$ cat src/rtl/up_mem_arbiter.sv
// Purpose : round-robin arbiter sharing one 256x8 async-read/sync-write memory between two ports.
// Latency : grant in the request cycle; read data registered one cycle after the grant.
// Backpr. : a requester holds req/addr/wd/we until it sees gnt; ownership rotates after MAX_BURST
//           consecutive grants while the other port waits.
//
// Ports:
//   clk, nRst                      clock, asynchronous active-low reset
//   req0/addr0/wd0/we0 -> gnt0     port 0 (CPU) request, granted combinationally
//   rd0, rvalid0                   port 0 registered read data, 1-cycle valid pulse
//   req1/addr1/wd1/we1 -> gnt1     port 1 (debug/loader), same as port 0
//   rd1, rvalid1                   port 1 registered read data, 1-cycle valid pulse
//   mem_addr/mem_in/mem_we         memory access for the granted port (zero when idle)
//   mem_out                        memory read data, combinational on mem_addr
//   busy                           an access is issued this cycle
module up_mem_arbiter #(
  parameter int AW        = 8,
  parameter int DW        = 8,
  parameter int MAX_BURST = 4
) (
  input  logic          clk,
  input  logic          nRst,
  input  logic          req0,
  input  logic [AW-1:0] addr0,
  input  logic [DW-1:0] wd0,
  input  logic          we0,
  output logic          gnt0,
  output logic [DW-1:0] rd0,
  output logic          rvalid0,
  input  logic          req1,
  input  logic [AW-1:0] addr1,
  input  logic [DW-1:0] wd1,
  input  logic          we1,
  output logic          gnt1,
  output logic [DW-1:0] rd1,
  output logic          rvalid1,
  output logic [AW-1:0] mem_addr,
  output logic [DW-1:0] mem_in,
  output logic          mem_we,
  input  logic [DW-1:0] mem_out,
  output logic          busy
);

  localparam int CW = $clog2(MAX_BURST + 1);
  localparam logic [CW-1:0] MAX_CNT = CW'(MAX_BURST);
  localparam logic [CW-1:0] ONE     = CW'(1);

  localparam logic [1:0] IDLE = 2'd0;
  localparam logic [1:0] OWN0 = 2'd1;
  localparam logic [1:0] OWN1 = 2'd2;

  logic [1:0]    owner, owner_nxt;
  logic [CW-1:0] cnt, cnt_nxt;
  logic          g0, g1;
  logic [1:0]    gnt_owner;

  // Grant decision. With both ports requesting, the current owner keeps the
  // memory until it has used up its burst, then the other port gets it.
  always_comb begin
    g0 = 1'b0;
    g1 = 1'b0;
    if (req0 && !req1) begin
      g0 = 1'b1;
    end else if (req1 && !req0) begin
      g1 = 1'b1;
    end else if (req0 && req1) begin
      case (owner)
        OWN0: begin
          if (cnt < MAX_CNT) g0 = 1'b1;
          else               g1 = 1'b1;
        end
        OWN1: begin
          if (cnt < MAX_CNT) g1 = 1'b1;
          else               g0 = 1'b1;
        end
        default: g0 = 1'b1;
      endcase
    end
  end

  // Reset must kill any access immediately, not just at the next edge.
  assign gnt0 = g0 & nRst;
  assign gnt1 = g1 & nRst;
  assign busy = gnt0 | gnt1;

  // Ownership / burst counter next state. An idle cycle forgets the owner,
  // so the next contention starts fresh with port 0.
  always_comb begin
    owner_nxt = IDLE;
    cnt_nxt   = '0;
    gnt_owner = g1 ? OWN1 : OWN0;
    if (g0 || g1) begin
      if (owner == gnt_owner) begin
        owner_nxt = owner;
        cnt_nxt   = (cnt == MAX_CNT) ? cnt : cnt + ONE;
      end else begin
        owner_nxt = gnt_owner;
        cnt_nxt   = ONE;
      end
    end
  end

  always_ff @(posedge clk or negedge nRst) begin
    if (!nRst) begin
      owner <= IDLE;
      cnt   <= '0;
    end else begin
      owner <= owner_nxt;
      cnt   <= cnt_nxt;
    end
  end

  // Memory mux: only the granted port reaches the memory.
  always_comb begin
    mem_addr = '0;
    mem_in   = '0;
    mem_we   = 1'b0;
    if (gnt0) begin
      mem_addr = addr0;
      mem_in   = wd0;
      mem_we   = we0;
    end else if (gnt1) begin
      mem_addr = addr1;
      mem_in   = wd1;
      mem_we   = we1;
    end
  end

  // Read return: capture the async memory output at the end of the grant
  // cycle; rd holds its value until the port's next read.
  always_ff @(posedge clk or negedge nRst) begin
    if (!nRst) begin
      rd0     <= '0;
      rd1     <= '0;
      rvalid0 <= 1'b0;
      rvalid1 <= 1'b0;
    end else begin
      rvalid0 <= gnt0 & ~we0;
      rvalid1 <= gnt1 & ~we1;
      if (gnt0 && !we0) rd0 <= mem_out;
      if (gnt1 && !we1) rd1 <= mem_out;
    end
  end

endmodule

$ cat config.mk
export PLATFORM = sky130hd
export DESIGN_NAME = up_mem_arbiter
export DESIGN_NICKNAME = d
export VERILOG_FILES = /design/src/rtl/up_mem_arbiter.sv
export SDC_FILE = /design/constraint.sdc
export NUM_CORES = 1
export LEC_CHECK = 0
export ABC_AREA = 1
export BUFFER_PORTS_ARGS = -buffer_cell sky130_fd_sc_hd__buf_4
export CORE_UTILIZATION = 42
export CTS_BUF_LIST = sky130_fd_sc_hd__clkbuf_4 sky130_fd_sc_hd__clkbuf_8 sky130_fd_sc_hd__clkbuf_16
export DETAILED_ROUTE_END_ITERATION = 16
export HOLD_SLACK_MARGIN = 0.05
export MAX_ROUTING_LAYER = met4
export PLACE_DENSITY = 0.77
export REMOVE_ABC_BUFFERS = 1
export SYNTH_ARGS = -nofsm -noshare
export SYNTH_HDL_FRONTEND = slang
export SYNTH_SLANG_ARGS = --single-unit
$ cat constraint.sdc
create_clock -name clk -period 1.75 [get_ports clk]
set_input_delay 0.175 -clock clk [delete_from_list [all_inputs] [get_ports clk]]
set_output_delay 0.175 -clock clk [all_outputs]
set_load 0.02 [all_outputs]
==> reports/qor.yml <==
syn2layout_area_growth_pct: 82.2
cellPowerDensity_mw_per_mm2: 711
slowest_delay_ps: 440
grt_pass1_wl_um: 6620
antenna_found_initial: 0
finalHoldViolCount: 0
setup_viol: 20
path_buf_inv: 3
cts_buffer_depth: 2
postLayoutCoreUtil_pct: 79.8
grt_start_max_net_pins: 24
grt_setup_unrepaired: "yes"
crit_type: "reg2out"
grt_util_all_layers_pct: 26.2
dp_slack_ps: -49.3
drc: 0
globalplace.congestion: 0.783
yosysWarningCount: 0
p_leak_nw: 1.33
cts-buffers-inserted: 3
arrival_ps: 1880
port_buffers: 83
netlist_instances: 178
yosys-top-cells-area: "dfrtp_1 43%, nand2_1 27%, nand3_1 7.5%, ha_1 3.8%, inv_1 3.4%"
slowest_stage: "dfrtp_1"
nets: 334
die_h_um: 58.2
drtAntennaViolNets: 0
startpoint_type: "flip-flop"
fin_skew_ps: 2.94
maxCapViolCount: 0
setup_ws_ps: -304
initial_core_util_pct: 43.8
avgSynthCellArea_um2: 7.45
first_pass_iters: 4
clk_latency_ps: 310
core_mm2: 0.00303
drive_above_1_share_pct: 52.7
top_level_ports: 84
synth_top_cell_by_area: "dfrtp_1"
dp_hpwl_um: 2830
htree_levels: 1
violations: "negative setup slack"
netlist.area_leader.share_pct: 43.4
max_freq_ghz: 0.487
crit_path_end_kind: "output port"
status: "complete, but fails checks"
rows: 20
wl_per_cell_um: 14.0
synth_area_mm2: 0.00133
path_cells: "buf_4, ha_4, nand2_2, nand3_2, nand3_4, buf_6, nand3_2, nand2_2, buf_6"
finalWirelength_um: 4570
cts.clk_slew.worst_paths_ps: 140
vias_per_cell: 4.81
fin_crit_sh_pct: 117
worstMarginPinSlew_ps: 281
cp_data_required_time_ps: 1570
maxSlewHeadroom_pct: 81.3
clock_sinks: 23
dieArea_mm2: 0.00339
dr_total_vias: 1573
ir_drop_v: 0.000690
clock-root-buffer: "clkbuf_4"
overflow: 0
tritoncts: "yes"
period_needed_ps: 2050
drt_iter0_markers: 80
grt_pass1_vias: 1440
hp-class: "in2reg"
synth-seq-cells: 23
crit_family: "simple AND/OR/NAND/NOR gates"
die_width_um: 58.2
crit_fanout: 6
ys_seq_area_share_pct: 43.4
antenna_cells: 0
ys_types: 20
slew_viol_final: 0
==> cells in the mapped netlist <==
master,number
buf_12,1
buf_4,1
buf_6,1
buf_8,1
dfrtp_1,23
ha_1,4
inv_1,12
inv_2,3
nand2_1,94
nand2_2,2
nand3_1,20
nand3_2,3
nand4_1,1
nand4_2,1
nor2_1,4
nor2_2,1
nor2_4,1
nor2_8,1
o21ai_0,3
xor2_1,1
==> power by group <==
part | leakage [nW] | switching (mW) | internal, mW | total [mW]
clock | 0.0139 | 0.172 | 0.0871 | 0.259
sequential | 0.292 | 0.0587 | 0.621 | 0.680
combinational | 1.02 | 0.412 | 0.368 | 0.779
==> sequential cells by signal, indices dropped and copies added (netlist names) <==
name     cells
cnt          3
owner        2
rd0          8
rd1          8
rvalid0      1
rvalid1      1
==> what timing repair did <==
| item | in CTS | in global routing |
|---|---|---|
| gates resized for setup | 32 | 27 |
| endpoints found under the setup margin | 20 | 28 |
| endpoints found under the hold margin | 24 | 3 |
| gates cloned | 0 | 1 |
| buffers inserted | 9 | 2 |
| hold buffers | 2 | 2 |
| pin swaps | 12 | 19 |
==> per-stage QoR <==
| stage | setup TNS [ps] | cells | hold WS, ps | instance area [um2] | power (mW) |
|---|---|---|---|---|---|
| 2_1_floorplan | -1690 | 174 | -121 | 1270 | 1.00 |
| 3_3_place_gp | -6.40 | 307 | 233 | 2020 | 1.33 |
| 3_5_place_dp | -300 | 307 | 255 | 2020 | 1.35 |
| 4_1_cts | -4820 | 322 | 52.1 | 2270 | 1.67 |
| 5_1_grt | -6650 | 327 | 50.3 | 2420 | 1.82 |
| 6_report | -4890 | 327 | 58.7 | 2420 | 1.72 |
==> area by class of cell <==
cell class / instances / area, um2
inverters: 15 / 61.3
well taps: 44 / 55.1
flip-flops and latches: 23 / 576
fillers: 191 / 612
clock buffers: 3 / 22.5
multi-input cells: 137 / 807
clock inverters: 1 / 7.51
repair buffers: 104 / 887
==> final timing paths <==
check,depth (start not counted),end,start,slack [ps]
worst min register to register,2,rd1[1]$_DFFE_PN0P_,rd1[1]$_DFFE_PN0P_,500
worst max-delay path,9,mem_in[4],owner[0]$_DFFE_PN0P_,-300
min in group asynchronous,3,cnt[1]$_DFFE_PN0P_,nRst,450
max in group asynchronous,3,rd0[4]$_DFFE_PN0P_,nRst,1090
worst min-delay path,3,rd1[0]$_DFFE_PN0P_,mem_out[0],60
worst max register to register,10,rd0[0]$_DFFE_PN0P_,owner[0]$_DFFE_PN0P_,100
==> logic make-up after synthesis <==
family,synth area share (%)
compound gates,1.13
buf+inv,8.30
xor+xnor,0.660
flops,43.4
simple gates,42.7
fa+ha+maj,3.77
==> layout by cell type, fill, tap and decap left out, types with 4 or more instances in the layout <==
| cell type | n |
|---|---|
| nand2_2 | 16 |
| buf_4 | 79 |
| dfrtp_1 | 23 |
| inv_1 | 10 |
| nand2_1 | 78 |
| nand3_1 | 8 |
| inv_2 | 4 |
| nor2_1 | 4 |
| nand3_2 | 13 |
| buf_6 | 19 |
| dlygate4sd3_1 | 4 |
==> worst reg2reg max path, stage by stage, from the launching register on <==
cell     delay, ps
dfrtp_1        420
buf_4          150
ha_4           150
nand2_2         60
nand3_2        100
nand3_4        150
buf_12         180
buf_6          130
nor2_8         150
nand2_1         70
nand2_1         50
==> routing by layer <==
layer	GRT usage, %	wire [um]	vias to the layer above	part of all wire, %
met5	-	0	-	0
met4	8.16	109	0	2.4
met3	3.79	156	12	3.4
met1	33.9	1860	748	41
met2	42.7	2450	48	53
li1	-	-	765	-
Power figures use the tool's default switching activity.
